<file path="src/rtl/clock_pkg.sv">
//------------------------------------------------------------------------------
// Module : clock_pkg
// Brief  : Shared mode encoding, BCD limits and blank masks for the clock.
// Rev    : 1.0 - initial release
//------------------------------------------------------------------------------
`default_nettype none

package clock_pkg;

  typedef enum logic [1:0] {
    RUN     = 2'd0,
    SET_HR  = 2'd1,
    SET_MIN = 2'd2
  } mode_t;

  localparam logic [7:0] SEC_MAX_BCD = 8'h59;
  localparam logic [7:0] MIN_MAX_BCD = 8'h59;

  localparam logic [5:0] BLANK_HR  = 6'b110000;
  localparam logic [5:0] BLANK_MIN = 6'b001100;

  // Binary (0..99) to packed two-digit BCD, used for elaborating limits.
  function automatic logic [7:0] to_bcd(input int unsigned v);
    return {4'(v / 10), 4'(v % 10)};
  endfunction

endpackage

`default_nettype wire

</file>
<file path="src/rtl/bcd_counter.sv">
//------------------------------------------------------------------------------
// Module : bcd_counter
// Brief  : Two-digit BCD counter with synchronous clear and wrap at MAX_BCD.
// Rev    : 1.0 - initial release
//------------------------------------------------------------------------------
`default_nettype none

module bcd_counter #(
  parameter logic [7:0] MAX_BCD = 8'h59
) (
  input  logic       clk,
  input  logic       rst,
  input  logic       inc,
  input  logic       clr,
  output logic [7:0] o_q,
  output logic       carry
);

  logic [7:0] r_q;
  logic       w_at_max;

  assign w_at_max = (r_q == MAX_BCD);
  assign carry    = inc & w_at_max;
  assign o_q      = r_q;

  always_ff @(posedge clk) begin
    if (rst || clr) begin
      r_q <= 8'h00;
    end else if (inc) begin
      if (w_at_max) begin
        r_q <= 8'h00;
      end else if (r_q[3:0] == 4'd9) begin
        r_q <= {r_q[7:4] + 4'd1, 4'd0};
      end else begin
        r_q <= {r_q[7:4], r_q[3:0] + 4'd1};
      end
    end
  end

endmodule

`default_nettype wire

</file>
<file path="src/rtl/clock_ctrl.sv">
//------------------------------------------------------------------------------
// Module : clock_ctrl
// Brief  : HH:MM:SS run/set controller with blink mask and optional hourly
//          chime (enabled by defining CLOCK_CTRL_CHIME_EN).
// Rev    : 1.0 - initial release
//------------------------------------------------------------------------------
`default_nettype none

module clock_ctrl
  import clock_pkg::*;
#(
  parameter int unsigned HOUR_MAX       = 23,
  parameter bit          SEC_CLR_ON_SET = 1'b1
) (
  input  logic       CP,
  input  logic       CR,
  input  logic       tick_1hz,
  input  logic       btn_mode,
  input  logic       btn_inc,
  output logic [7:0] hr_bcd,
  output logic [7:0] min_bcd,
  output logic [7:0] sec_bcd,
  output logic [5:0] digit_blank,
  output logic [1:0] mode,
  output logic       chime
);

  localparam logic [7:0] c_HR_MAX_BCD = to_bcd(HOUR_MAX);

  mode_t      r_mode;
  logic       r_phase;
  logic [5:0] r_blank;

  logic w_run;
  logic w_sec_inc, w_min_inc, w_hr_inc, w_sec_clr;
  logic w_sec_carry, w_min_carry;

  // In RUN the counters chain through carries; in SET modes btn_inc drives the
  // selected field alone so a wrap never ripples upward.
  assign w_run     = (r_mode == RUN);
  assign w_sec_inc = w_run & tick_1hz;
  assign w_min_inc = w_run ? w_sec_carry
                           : ((r_mode == SET_MIN) & btn_inc & ~btn_mode);
  assign w_hr_inc  = w_run ? w_min_carry
                           : ((r_mode == SET_HR) & btn_inc & ~btn_mode);
  assign w_sec_clr = SEC_CLR_ON_SET & (r_mode == SET_MIN) & btn_mode;

  bcd_counter #(.MAX_BCD(SEC_MAX_BCD)) u_sec (
    .clk   (CP),
    .rst   (CR),
    .inc   (w_sec_inc),
    .clr   (w_sec_clr),
    .o_q   (sec_bcd),
    .carry (w_sec_carry)
  );

  bcd_counter #(.MAX_BCD(MIN_MAX_BCD)) u_min (
    .clk   (CP),
    .rst   (CR),
    .inc   (w_min_inc),
    .clr   (1'b0),
    .o_q   (min_bcd),
    .carry (w_min_carry)
  );

  bcd_counter #(.MAX_BCD(c_HR_MAX_BCD)) u_hr (
    .clk   (CP),
    .rst   (CR),
    .inc   (w_hr_inc),
    .clr   (1'b0),
    .o_q   (hr_bcd),
    .carry ()
  );

  always_ff @(posedge CP) begin
    if (CR) begin
      r_mode  <= RUN;
      r_phase <= 1'b0;
      r_blank <= 6'b000000;
    end else begin
      case (r_mode)
        RUN: begin
          r_phase <= 1'b0;
          r_blank <= 6'b000000;
          if (btn_mode) r_mode <= SET_HR;
        end
        SET_HR: begin
          if (btn_mode) begin
            r_mode  <= SET_MIN;
            r_phase <= 1'b0;
            r_blank <= 6'b000000;
          end else if (btn_inc) begin
            r_phase <= 1'b0;
            r_blank <= 6'b000000;
          end else if (tick_1hz) begin
            r_phase <= ~r_phase;
            r_blank <= r_phase ? 6'b000000 : BLANK_HR;
          end
        end
        SET_MIN: begin
          if (btn_mode) begin
            r_mode  <= RUN;
            r_phase <= 1'b0;
            r_blank <= 6'b000000;
          end else if (btn_inc) begin
            r_phase <= 1'b0;
            r_blank <= 6'b000000;
          end else if (tick_1hz) begin
            r_phase <= ~r_phase;
            r_blank <= r_phase ? 6'b000000 : BLANK_MIN;
          end
        end
        default: begin
          r_mode  <= RUN;
          r_phase <= 1'b0;
          r_blank <= 6'b000000;
        end
      endcase
    end
  end

  assign mode        = r_mode;
  assign digit_blank = r_blank;

`ifdef CLOCK_CTRL_CHIME_EN
  logic r_chime;

  // A minute wrap inside RUN is exactly the tick that lands on MM:SS = 00:00.
  always_ff @(posedge CP) begin
    if (CR) begin
      r_chime <= 1'b0;
    end else begin
      r_chime <= w_run & w_min_carry;
    end
  end

  assign chime = r_chime;
`else
  assign chime = 1'b0;
`endif

endmodule

`default_nettype wire

</file>
<file path="config.mk">
export PLATFORM = sky130hd
export DESIGN_NAME = clock_ctrl
export DESIGN_NICKNAME = d
export VERILOG_FILES = /design/src/rtl/clock_pkg.sv /design/src/rtl/bcd_counter.sv /design/src/rtl/clock_ctrl.sv
export SDC_FILE = /design/constraint.sdc
export NUM_CORES = 1
export LEC_CHECK = 0
export CAP_MARGIN = 40
export CORE_ASPECT_RATIO = 0.8
export CORE_UTILIZATION = 65
export CTS_BUF_LIST = sky130_fd_sc_hd__clkbuf_16
export DETAILED_ROUTE_END_ITERATION = 7
export DONT_BUFFER_PORTS = 1
export PLACE_DENSITY = 0.77
export SKIP_CTS_REPAIR_TIMING = 1
export SLEW_MARGIN = 0
export SYNTH_ARGS = -nofsm -noshare
export SYNTH_HDL_FRONTEND = slang
export SYNTH_SLANG_ARGS = --single-unit
</file>
<file path="constraint.sdc">
create_clock -name CP -period 4.8 [get_ports CP]
set_input_delay 0.96 -clock CP [delete_from_list [all_inputs] [get_ports CP]]
set_output_delay 0.96 -clock CP [all_outputs]
set_load 0.01 [all_outputs]
</file>
Word-level counts from Yosys, hierarchy flattened. Cells that the tools add are included.

Output and inout port bits: 33. Flip-flop bits (word level): 33. Word-level logic and storage cells: 72. Input port bits: 5.

Bitwise operators: 11. Reductions and logical operators: 12. Add/sub/neg operators: 6. Muxes and demuxes: 21. Equality and inequality tests: 13.

Operator list (number): 2-to-1 mux 8 bit (6); 2-to-1 mux 6 bit (7); adder 4 x 1 -> 4 bit, second input constant (6); == test 8 x 7 -> 1 bit, second input constant (2); == test 4 bit, second input constant (3); case mux 6 bit (2 select lines) (1); bitwise AND 1 bit (8); == test 8 x 6 -> 1 bit, second input constant (1); != test 4 bit, second input constant (2); AND reduction 2 bit (4); 2-to-1 mux 2 bit (3); != test 2 bit, second input constant (3); case mux 2 bit (3 select lines) (1); nonzero test 2 bit (3); 2-to-1 mux 4 bit (1); OR reduction 4 bit (1); NOT 1 bit (3); AND reduction 3 bit (1); == test 2 x 1 -> 1 bit, second input constant (1); == test 2 bit, second input constant (1); zero test 2 bit (1); 2-to-1 mux 1 bit (2); OR reduction 2 bit (1); logical OR 1 bit (1).

Depth between registers and ports, before layout. Gate-level depths: netlist of the first run.

Depth in word-level cells: 7. Gate-level depth with buffers: 7. Depth with buffers taken out: 6.

Cells and area by module. From an unflattened synthesis of the first run, not the netlist that was laid out.

Cell total of the unflattened synthesis: 185. Area total of the unflattened synthesis: 1712.9 um2.

By module, submodules not included: bcd_counter (u_min ...) (area an instance 427.9 um2, seq. area each 160.2 um2, cells each 44, times used 2); bcd_counter (u_hr) (area an instance 450.4 um2, seq. area each 160.2 um2, cells each 49, times used 1); clock_ctrl (area an instance 406.6 um2, seq. area each 100.1 um2, cells each 48, times used 1).

Worst setup path after synthesis of the first run. Ideal clock, no wire load.

Path kind: input-to-reg. Start point: input btn_mode. End point: register u_hr.r_q[6], in the netlist u_hr.o_q[6]. Arrival: 2.106 ns. Data required time: 4.679 ns. Slack: 2.573 ns. Stages: 5. Setup time: 0.121 ns. Buffers on the path: 1. Cell sequence: clkbuf_1 and4bb_2 and3_1 a41oi_1 mux2_2.

Word-level cells in the longest chain between the ends: 6. Elaborated cells between the ends (all ways): 7. Those cells by class: mux (2); bitwise (4); reduce/logical (1).

RTL lines: start: declaration (line clock_ctrl.sv:18) `input logic btn_mode,`; NOT 1 bit * (line clock_ctrl.sv:43, clock_ctrl.sv:45); bitwise AND 1 bit (line clock_ctrl.sv:43) `: ((r_mode == SET_MIN) & btn_inc & ~btn_mode);`; 2-to-1 mux 1 bit (line clock_ctrl.sv:42) `assign w_min_inc = w_run ? w_sec_carry`; bitwise AND 1 bit (line bcd_counter.sv:23) `assign carry = inc & w_at_max;`; 2-to-1 mux 1 bit * (line clock_ctrl.sv:44) `assign w_hr_inc = w_run ? w_min_carry`; AND reduction 2 bit (no line) *; end signal: assignment (line bcd_counter.sv:33) `r_q <= {r_q[7:4] + 4'd1, 4'd0};`; end signal: assignment (line bcd_counter.sv:35) `r_q <= {r_q[7:4], r_q[3:0] + 4'd1};`; end: declaration (line bcd_counter.sv:19) `logic [7:0] r_q;`.

Mark *: on every way between the ends. The rest lies on a longest branch, timed or not. A chain may end at the register's enable or synchronous reset.

Final worst setup path of the first run.
Start point: register r_mode[0], in the netlist mode[0]. End point: register u_min.r_q[4], in the netlist u_min.o_q[4].

Word-level cells in the longest chain between the ends: 5. Elaborated cells between the ends (all ways): 8. Those cells by class: eq/ne (1); mux (1); bitwise (4); reduce/logical (2).

RTL lines: start: declaration (line clock_ctrl.sv:30) `mode_t r_mode;`; start signal: assignment (line clock_ctrl.sv:77) `r_mode <= RUN;`; start signal: assignment (line clock_ctrl.sv:85) `if (btn_mode) r_mode <= SET_HR;`; start signal: assignment (line clock_ctrl.sv:89) `r_mode <= SET_MIN;`; == test 2 bit / zero test 2 bit (equally long branches) (line clock_ctrl.sv:43, clock_ctrl.sv:40); bitwise AND 1 bit, on equally long branches (line clock_ctrl.sv:43, clock_ctrl.sv:41); bitwise AND 1 bit, on equally long branches (line clock_ctrl.sv:43, bcd_counter.sv:23); 2-to-1 mux 1 bit * (line clock_ctrl.sv:42); AND reduction 2 bit (no line) *; end signal: assignment (line bcd_counter.sv:33); end signal: assignment (line bcd_counter.sv:35); end: declaration (line bcd_counter.sv:19).

Marked as above.

==> summary.txt, run 1 <==
Floorplanning
  • IO Count: 38
  • Die height: 48.3 um
  • Std cell rows: 16
  • Initial Utilization: 70.1%
  • Die X: 59.8 um
  • Core area: 2480 um2
  • Die Footprint: 2890 um2

Logic synthesis
  • Yosys top cell by area: dfxtp_1
  • Area share of the largest cell type after synthesis: 33.4%
  • Ys Warns: 0
  • Syn_area_per_cell: 8.48 um2
  • Number of synthesized register bits: 29
  • Cells after synthesis: 205
  • Area contributors post-synth: dfxtp_1 (33%), ha_1 (12%), nor2_1 (4.5%), a21oi_1 (3.5%), o21ai_0 (3.5%)
  • Unique masters post-synth: 46
  • Mapped Area: 1740 um2
  • Post-synthesis sequential area ratio: 33.4%

STA
  • Final hold viol count: 0
  • Final cycle utilization of the critical path: 46.9%
  • Worst-Margin Slew: 572 ps
  • Max Slew Vio Count: 0
  • Fmax: 444 MHz
  • Setup TNS: 0 ps
  • Unrepaired setup endpoints after global routing: no
  • Crit path time final: 2250 ps
  • Max-Slew Margin vs Limit: 61.6%
  • Fin Clk Skew: 3.60 ps
  • Setup violations, final: 0

Setup path
  • Critical Path, Cell by Cell: inv_1 > ha_1 > nand4bb_1 > o21a_1 > or4_1 > a21oi_1
  • CP Depth: 6
  • CP peak stage delay: 550 ps
  • FF-to-FF End: u_min.o_q[4]$_SDFFE_PP0P_
  • CP startpoint: mode[0]$_SDFFE_PP0P_
  • Crit path capture type: register
  • Slowest-stage cell, CP: or4_1
  • Crit-path max FO: 17
  • CP bufs+invs: 1
  • Startpoint Class: register
  • RR Startpoint: mode[0]$_SDFFE_PP0P_
  • Critical path class: reg -> reg
  • Crit path required time: 5000 ps
  • FF-to-FF setup slack: 2550 ps
  • Reg2reg path depth: 6
  • Delay-heaviest family, CP: simple AND/OR/NAND/NOR gates
  • CP arrival: 2460 ps
  • Worst setup path endpoint: u_min.o_q[4]$_SDFFE_PP0P_

Placed design
  • DP HPWL: 2620 um
  • RD Place Congestion: 0.756
  • PortBufs: 0
  • Dpl cells: 231

Detailed routing
  • DR vias: 1463
  • Via-per-instance ratio: 6.12
  • Detail Route Antenna Nets: 0
  • TritonRoute pass-1 iters: 5
  • DRC viols: 0
  • Avg WL per Cell: 15.6 um
  • DRT Wirelength: 3720 um
  • Starting DRT DRC Count: 54

Pwr
  • Leakage Power: 0.687 nW
  • Worst vdd ir: 256 uV
  • Power density over the cells: 330 nW/um2

Flow run
  • Max_cap viols: 0

Global route
  • First-pass GRT wire length: 5840 um
  • Vias in the first global route: 1298
  • Largest net degree at the start of global routing: 30
  • Grt total ovfl: 0
  • GRT Total Usage: 27.9%
  • Initial antenna violation count: 0

Clocking
  • H-tree depth: 2
  • TritonCTS clock tree: yes
  • CTS Buf Count: 5
  • Worst-path clk slew: 50 ps
  • Clk buf depth: 2
  • Clock sink count: 29
  • Worst skew pair latency: 280 ps
  • Clk Tree Root Cell: clkbuf_16

Cells and area
  • Final cell count without fillers: 239
  • Share of post-route cells with drive strength above 1: 5.91%
  • Area grow syn2layout: 7.27%
  • Antenna cells: 0
  • Most frequent cells in the layout: dfxtp_1 (29), nor2_1 (21), ha_1 (17), o21ai_0 (12), a21oi_1 (12)
  • Fill cells: 196
  • Commonest non-fill, non-tap cell in the layout: dfxtp_1
  • Nets: 224

Run status
  • Status: complete, no violations

Worst hold path
  • Worst hold path type: reg -> reg
## cell usage after synthesis (all sizes together)
library cell and count:
a211oi 3, a21oi 12, a22oi 1, a311o 1, a311oi 1, a31oi 3, a41o 1, a41oi 1
and2 3, and3 2, and3b 3, and4bb 1, buf 7, clkbuf 5, conb 1, dfxtp 29
ha 17, inv 10, mux2 3, mux2i 3, nand2 9, nand2b 5, nand3 6, nand3b 2
nand4 2, nand4b 3, nand4bb 2, nor2 21, nor2b 3, nor3 9, nor3b 3, nor4 1
nor4bb 1, o211ai 1, o21a 1, o21ai 13, o22ai 1, o41ai 1, or3 3, or3b 1
or4 3, xnor2 5, xor2 2
## state kept, by name, summed over array words and instances, names as in the netlist
signal	cells
u_hr.o_q	8
u_min.o_q	8
u_sec.o_q	8
digit_blank	2
mode	2
r_phase	1
## worst register-to-register path: stages, from the launching register on
cell	delay, ps
dfxtp_1	460
inv_1	130
ha_1	320
nand4bb_1	260
o21a_1	290
or4_1	550
a21oi_1	170
## report_power, final
group,internal [W],switching (W)
sequential,0.000249,0.0000153
combinational,0.0000227,0.0000321
clock,0.000188,0.000108
## worst min path at each step
stage	slack, ps	endpoint	startpoint	cells after the start
5_1_grt	570	mode[1]$_SDFFE_PP0P_	mode[1]$_SDFFE_PP0P_	2
3_5_place_dp	520	mode[1]$_SDFFE_PP0P_	mode[1]$_SDFFE_PP0P_	2
6_report	530	mode[1]$_SDFFE_PP0P_	mode[1]$_SDFFE_PP0P_	2
4_1_cts	530	mode[1]$_SDFFE_PP0P_	mode[1]$_SDFFE_PP0P_	2
3_3_place_gp	520	mode[1]$_SDFFE_PP0P_	mode[1]$_SDFFE_PP0P_	2
2_1_floorplan	490	digit_blank[3]$_SDFFE_PP0P_	digit_blank[3]$_SDFFE_PP0P_	2
## cell type report
| type | count | area (um2) | area share [%] |
|---|---|---|---|
| Inverter | 10 | 37.5 | 2.01 |
| Multi-Input combinational cell | 156 | 1060 | 57.0 |
| Sequential cell | 29 | 581 | 31.1 |
| Tap cell | 36 | 45.0 | 2.41 |
| Clock inverter | 3 | 13.8 | 0.738 |
| Clock buffer | 5 | 125 | 6.71 |
## stage by stage
step           setup slack [ps]  total power (W)  hold slack, ps  utilization (%)  area [um2]
2_1_floorplan              2570         0.000315             488                -        1750
6_report                   2550         0.000615             532             75.2        1870
3_3_place_gp               2620         0.000318             519             69.6        1730
3_5_place_dp               2550         0.000322             521             69.6        1730
4_1_cts                    2550         0.000613             532             75.2        1870
5_1_grt                    2320         0.000637             567             75.2        1870
## kinds of logic (layout without fill, tap and decap cells)
| group | count (synthesis) | in the layout | share of synthesized area [%] |
|---|---|---|---|
| compound gates | 40 | 40 | 13.9 |
| xor+xnor | 7 | 7 | 3.53 |
| buf+inv | 22 | 18 | 5.90 |
| mux | 6 | 6 | 3.67 |
| flops | 29 | 29 | 33.4 |
| simple gates | 83 | 83 | 27.2 |
| fa+ha+maj | 17 | 17 | 12.2 |
| other cells | 1 | 3 | 0.216 |
## layer usage
layer	vias to the layer above	global-route usage (%)	share of wire (%)
met4	0	6.51	0.97
met1	678	36.6	45
li1	723	-	-
met2	56	44.7	47
met3	6	9.81	7.5
met5	-	0	0
Note: power is estimated with default switching activity, not from simulation.
==> run 2, diff against run 1 <==
--- a/config.mk
+++ b/config.mk
@@ -7,11 +7,11 @@
 export LEC_CHECK = 0
 export CAP_MARGIN = 40
 export CORE_ASPECT_RATIO = 0.8
-export CORE_UTILIZATION = 65
+export CORE_UTILIZATION = 62
 export CTS_BUF_LIST = sky130_fd_sc_hd__clkbuf_16
 export DETAILED_ROUTE_END_ITERATION = 7
 export DONT_BUFFER_PORTS = 1
-export PLACE_DENSITY = 0.77
+export PLACE_DENSITY = 0.74
 export SKIP_CTS_REPAIR_TIMING = 1
 export SLEW_MARGIN = 0
 export SYNTH_ARGS = -nofsm -noshare
==> constraint.sdc (replaced) <==
create_clock -name CP -period 2.1 [get_ports CP]
set_input_delay 0.42 -clock CP [delete_from_list [all_inputs] [get_ports CP]]
set_output_delay 0.42 -clock CP [all_outputs]
set_load 0.01 [all_outputs]
==> run 2 against run 1 <==
Compared with the run above:
- first-iteration DRC count rose to 2.9 times the previous value
- critical path depth up 1
- sequential power up 120%
- wire length down 1.1%
- total power up 130%
- largest power group unchanged
- highest routed layer unchanged
==> summary.txt, run 2 (synthesis results as in run 1) <==
Global route
  • GRT Total Usage: 26.7%
  • Initial antenna violation count: 0
  • Vias in the first global route: 1440
  • Largest net degree at the start of global routing: 30
  • Grt total ovfl: 0
  • First-pass GRT wire length: 6090 um

Cells and area
  • Reg area: 581 um2
  • Area grow syn2layout: 11.2%
  • Nets: 233
  • Antenna cells: 0
  • Multi-input gate area: 1070 um2
  • Commonest non-fill, non-tap cell in the layout: dfxtp_1
  • Share of post-route cells with drive strength above 1: 9.91%
  • Final core utilization: 76.1%
  • Fin area: 1930 um2
  • Most frequent cells in the layout: dfxtp_1 (29), nor2_1 (21), ha_1 (16), inv_1 (13)
  • Fill cells: 200

Floorplanning
  • Initial Utilization: 68.4%
  • Die X: 61.2 um
  • IO Count: 38
  • Die height: 49.4 um
  • Core area: 2540 um2
  • Std cell rows: 16
  • Die Footprint: 3020 um2

Clocking
  • Worst-path clk slew: 50 ps
  • Clock sink count: 29
  • Worst skew pair latency: 270 ps
  • CTS Buf Count: 5
  • TritonCTS clock tree: yes
  • Clk Tree Root Cell: clkbuf_16
  • Clk buf depth: 2
  • H-tree depth: 2

Setup path
  • Reg2reg path depth: 7
  • Crit-path max FO: 11
  • Startpoint Class: register
  • FF-to-FF setup slack: 180 ps
  • FF-to-FF End: u_min.o_q[1]$_SDFFE_PP0P_
  • Critical path class: reg -> reg
  • Crit path required time: 2300 ps
  • RR Startpoint: mode[1]$_SDFFE_PP0P_
  • CP arrival: 2120 ps
  • Crit path capture type: register

STA
  • Min Hold Slack: 216 ps
  • Setup violations, final: 0
  • Crit path time final: 1920 ps
  • Final hold viol count: 0
  • Unrepaired setup endpoints after global routing: no
  • Setup TNS: 0 ps
  • Worst-Margin Slew: 639 ps
  • Final cycle utilization of the critical path: 91.3%
  • Max Slew Vio Count: 0
  • Max-Slew Margin vs Limit: 57.2%
  • Fin Clk Skew: 1.71 ps
  • Fmax: 522 MHz

Placed design
  • DP HPWL: 2680 um
  • PortBufs: 0
  • RD Place Congestion: 0.831
  • Area of placed instances: 1790 um2

Worst hold path
  • WHS Path Cells: 1
  • Worst Hold Endpoint: mode[0]$_SDFFE_PP0P_
  • Hold Crit Start: CR
  • Worst hold path type: in -> reg

Flow run
  • Max_cap viols: 0

Pwr
  • Total chip power: 0.00140 W
  • Worst vdd ir: 652 uV
  • Leakage Power: 0.737 nW
  • Power density over the cells: 723 nW/um2

Detailed routing
  • DR vias: 1488
  • Detail Route Antenna Nets: 0
  • TritonRoute pass-1 iters: 4
  • DRC viols: 0
  • Starting DRT DRC Count: 157
  • Via-per-instance ratio: 6.00
  • DRT Wirelength: 3680 um
  • Avg WL per Cell: 14.9 um

Run status
  • Status: complete, no violations
[run 2: cell types whose count changed in the layout (fill, tap and decap cells not counted), sizes merged]
cell,change
buf,+9
clkinv,-2
inv,+2
[run 2: cell type report]
cell class / instances / area share [%]
repair buffers: 9 / 3.49
clock buffers: 5 / 6.47
inverters: 10 / 1.94
flip-flops and latches: 29 / 30.0
multi-input cells: 156 / 55.2
clock inverters: 3 / 0.582
well taps: 36 / 2.33
[run 2: how the worst max path moves through the flow]
stage | startpoint | endpoint | slack [ps]
after floorplan | mode[0]$_SDFFE_PP0P_ | u_min.o_q[4]$_SDFFE_PP0P_ | 250
after CTS | mode[1]$_SDFFE_PP0P_ | u_min.o_q[1]$_SDFFE_PP0P_ | 80
after global routing | mode[1]$_SDFFE_PP0P_ | u_min.o_q[5]$_SDFFE_PP0P_ | 60
after detailed placement | mode[1]$_SDFFE_PP0P_ | u_min.o_q[1]$_SDFFE_PP0P_ | 100
final | mode[1]$_SDFFE_PP0P_ | u_min.o_q[1]$_SDFFE_PP0P_ | 180
after global placement | mode[1]$_SDFFE_PP0P_ | u_min.o_q[1]$_SDFFE_PP0P_ | 200
[run 2: layer usage]
layer  part of all wire [%]  GRT usage, %
met5                      0             0
met4                   0.46          3.79
met3                    7.3          7.69
met2                     45          42.8
met1                     47          36.2
[run 2: stage by stage]
stage               setup slack (ps)  std cells
floorplan                        247        207
CTS                             79.6        248
finish                           183        248
detailed placement               103        240
global placement                 198        240
global route                    55.3        248
[run 2: worst max-delay path, stage by stage (launching register included)]
cell and delay (ps):
dfxtp_1 310, inv_1 120, ha_2 270, nand4b_1 160, o21a_2 310, buf_4 180
or3_1 350, a21oi_1 140
[run 2: where the power goes]
part | switching [W] | internal, W
combinational | 0.0000901 | 0.0000653
sequential | 0.0000211 | 0.000570
clock | 0.000228 | 0.000424
==> run 3, diff against run 2 <==
--- a/config.mk
+++ b/config.mk
@@ -7,11 +7,11 @@
 export LEC_CHECK = 0
 export CAP_MARGIN = 40
 export CORE_ASPECT_RATIO = 0.8
-export CORE_UTILIZATION = 62
+export CORE_UTILIZATION = 55
 export CTS_BUF_LIST = sky130_fd_sc_hd__clkbuf_16
 export DETAILED_ROUTE_END_ITERATION = 7
 export DONT_BUFFER_PORTS = 1
-export PLACE_DENSITY = 0.74
+export PLACE_DENSITY = 0.66
 export SKIP_CTS_REPAIR_TIMING = 1
 export SLEW_MARGIN = 0
 export SYNTH_ARGS = -nofsm -noshare
==> run 3 against run 2 <==
Compared with the run above:
- register-to-register slack is essentially flat
- critical path depth shrank 1
- final cell count grew 0.40%
- non-clock buffer count is the same
- global-route usage shrank 2.1 points
- setup slack gained 13 ps
- die area grew 12%
- design area is essentially flat
- combinational power is essentially flat
- flip-flop and latch count is the same
- largest cell class unchanged
- largest power group unchanged
- highest routed layer unchanged
==> summary.txt, run 3 (synthesis results as in run 1) <==
Placed design
  • RD Place Congestion: 0.781
  • PortBufs: 0
  • Pre-CTS WS: 87.0 ps
  • DP HPWL: 2740 um

Setup path
  • Crit-path max FO: 11
  • Startpoint Class: register
  • Critical path class: reg -> reg
  • Crit path required time: 2300 ps
  • Crit path capture type: register
  • CP arrival: 2100 ps

Detailed routing
  • TritonRoute pass-1 iters: 4
  • DR vias: 1481
  • Starting DRT DRC Count: 80
  • Detail Route Antenna Nets: 0
  • DRC viols: 0
  • Avg WL per Cell: 14.9 um
  • Via-per-instance ratio: 5.95
  • DRT Wirelength: 3700 um

STA
  • Final cycle utilization of the critical path: 90.6%
  • Worst-Margin Slew: 559 ps
  • Setup ws final: 197 ps
  • Max-Slew Margin vs Limit: 62.5%
  • Setup TNS: 0 ps
  • Fmax: 525 MHz
  • Unrepaired setup endpoints after global routing: no
  • Final hold viol count: 0
  • Crit path time final: 1900 ps
  • Max Slew Vio Count: 0
  • Setup violations, final: 0
  • Fin Clk Skew: 5.09 ps

Floorplanning
  • Std cell rows: 17
  • Die height: 52.3 um
  • Initial Utilization: 60.6%
  • Die X: 64.9 um
  • Core area: 2870 um2
  • IO Count: 38
  • Die Footprint: 3390 um2

Global route
  • Grt total ovfl: 0
  • GRT Total Usage: 24.6%
  • First-pass GRT wire length: 6260 um
  • Largest net degree at the start of global routing: 30
  • Initial antenna violation count: 0
  • Vias in the first global route: 1396

Worst hold path
  • Worst hold path type: in -> reg

Cells and area
  • Share of post-route cells with drive strength above 1: 9.95%
  • Antenna cells: 0
  • Nets: 233
  • Area grow syn2layout: 11.2%
  • Most frequent cells in the layout: dfxtp_1 (29), nor2_1 (21), ha_1 (16), o21ai_0 (12), a21oi_1 (12)
  • Fill cells: 248
  • Commonest non-fill, non-tap cell in the layout: dfxtp_1

Pwr
  • Total chip power: 0.00139 W
  • Power density over the cells: 718 nW/um2
  • Worst vdd ir: 487 uV
  • Leakage Power: 0.728 nW

Clocking
  • TritonCTS clock tree: yes
  • CTS Buf Count: 5
  • Worst-path clk slew: 50 ps
  • Clk Tree Root Cell: clkbuf_16
  • H-tree depth: 2
  • Clk buf depth: 2
  • Clock sink count: 29
  • Worst skew pair latency: 270 ps

Run status
  • Status: complete, no violations

Flow run
  • Max_cap viols: 0
[run 3: per-layer routing]
metal  GRT usage, %  routed length, um  vias to the layer above
li1               -                  -                      744
met1           32.0               1790                      685
met2           37.8               1630                       45
met3           7.61                230                        7
met4           10.0                 50                        0
met5              0                  0                        -
[run 3: power by group]
group          internal (W)  switching [W]  total (W)
Sequential         0.000570      0.0000204   0.000591
Combinational     0.0000652      0.0000914   0.000157
Clock              0.000421       0.000220   0.000641
[run 3: per-stage QoR]
stage,hold WS [ps],cell area (um2),cells,utilization (%)
final,225,1930,249,67.3
after global routing,208,1930,249,67.3
after CTS,212,1930,249,67.2
after detailed placement,496,1800,242,62.6
after global placement,494,1800,242,62.6
after floorplan,488,1750,207,-
[run 3: layout make-up]
class,instances,area (um2),area share [%]
Multi-Input combinational cell,156,1070,55.2
Sequential cell,29,581,30.0
Clock buffer,5,125,6.47
Timing Repair Buffer,9,67.6,3.50
Tap cell,38,47.5,2.46
Inverter,10,37.5,1.94
Clock inverter,2,7.51,0.388
[run 3: critical path: stages, from the launching register on]
cell	delay (ps)
dfxtp_1	300
inv_1	110
ha_2	270
nand4b_1	160
o21a_2	320
or4_1	510
a21oi_1	150
[run 3: worst paths after layout]
kind,startpoint,endpoint,slack [ps],cells past startpoint
setup / recovery,mode[1]$_SDFFE_PP0P_,u_min.o_q[4]$_SDFFE_PP0P_,200,6
hold / removal,CR,mode[0]$_SDFFE_PP0P_,220,1
setup reg to reg,mode[1]$_SDFFE_PP0P_,u_min.o_q[4]$_SDFFE_PP0P_,200,6
hold reg to reg,digit_blank[3]$_SDFFE_PP0P_,digit_blank[3]$_SDFFE_PP0P_,550,2
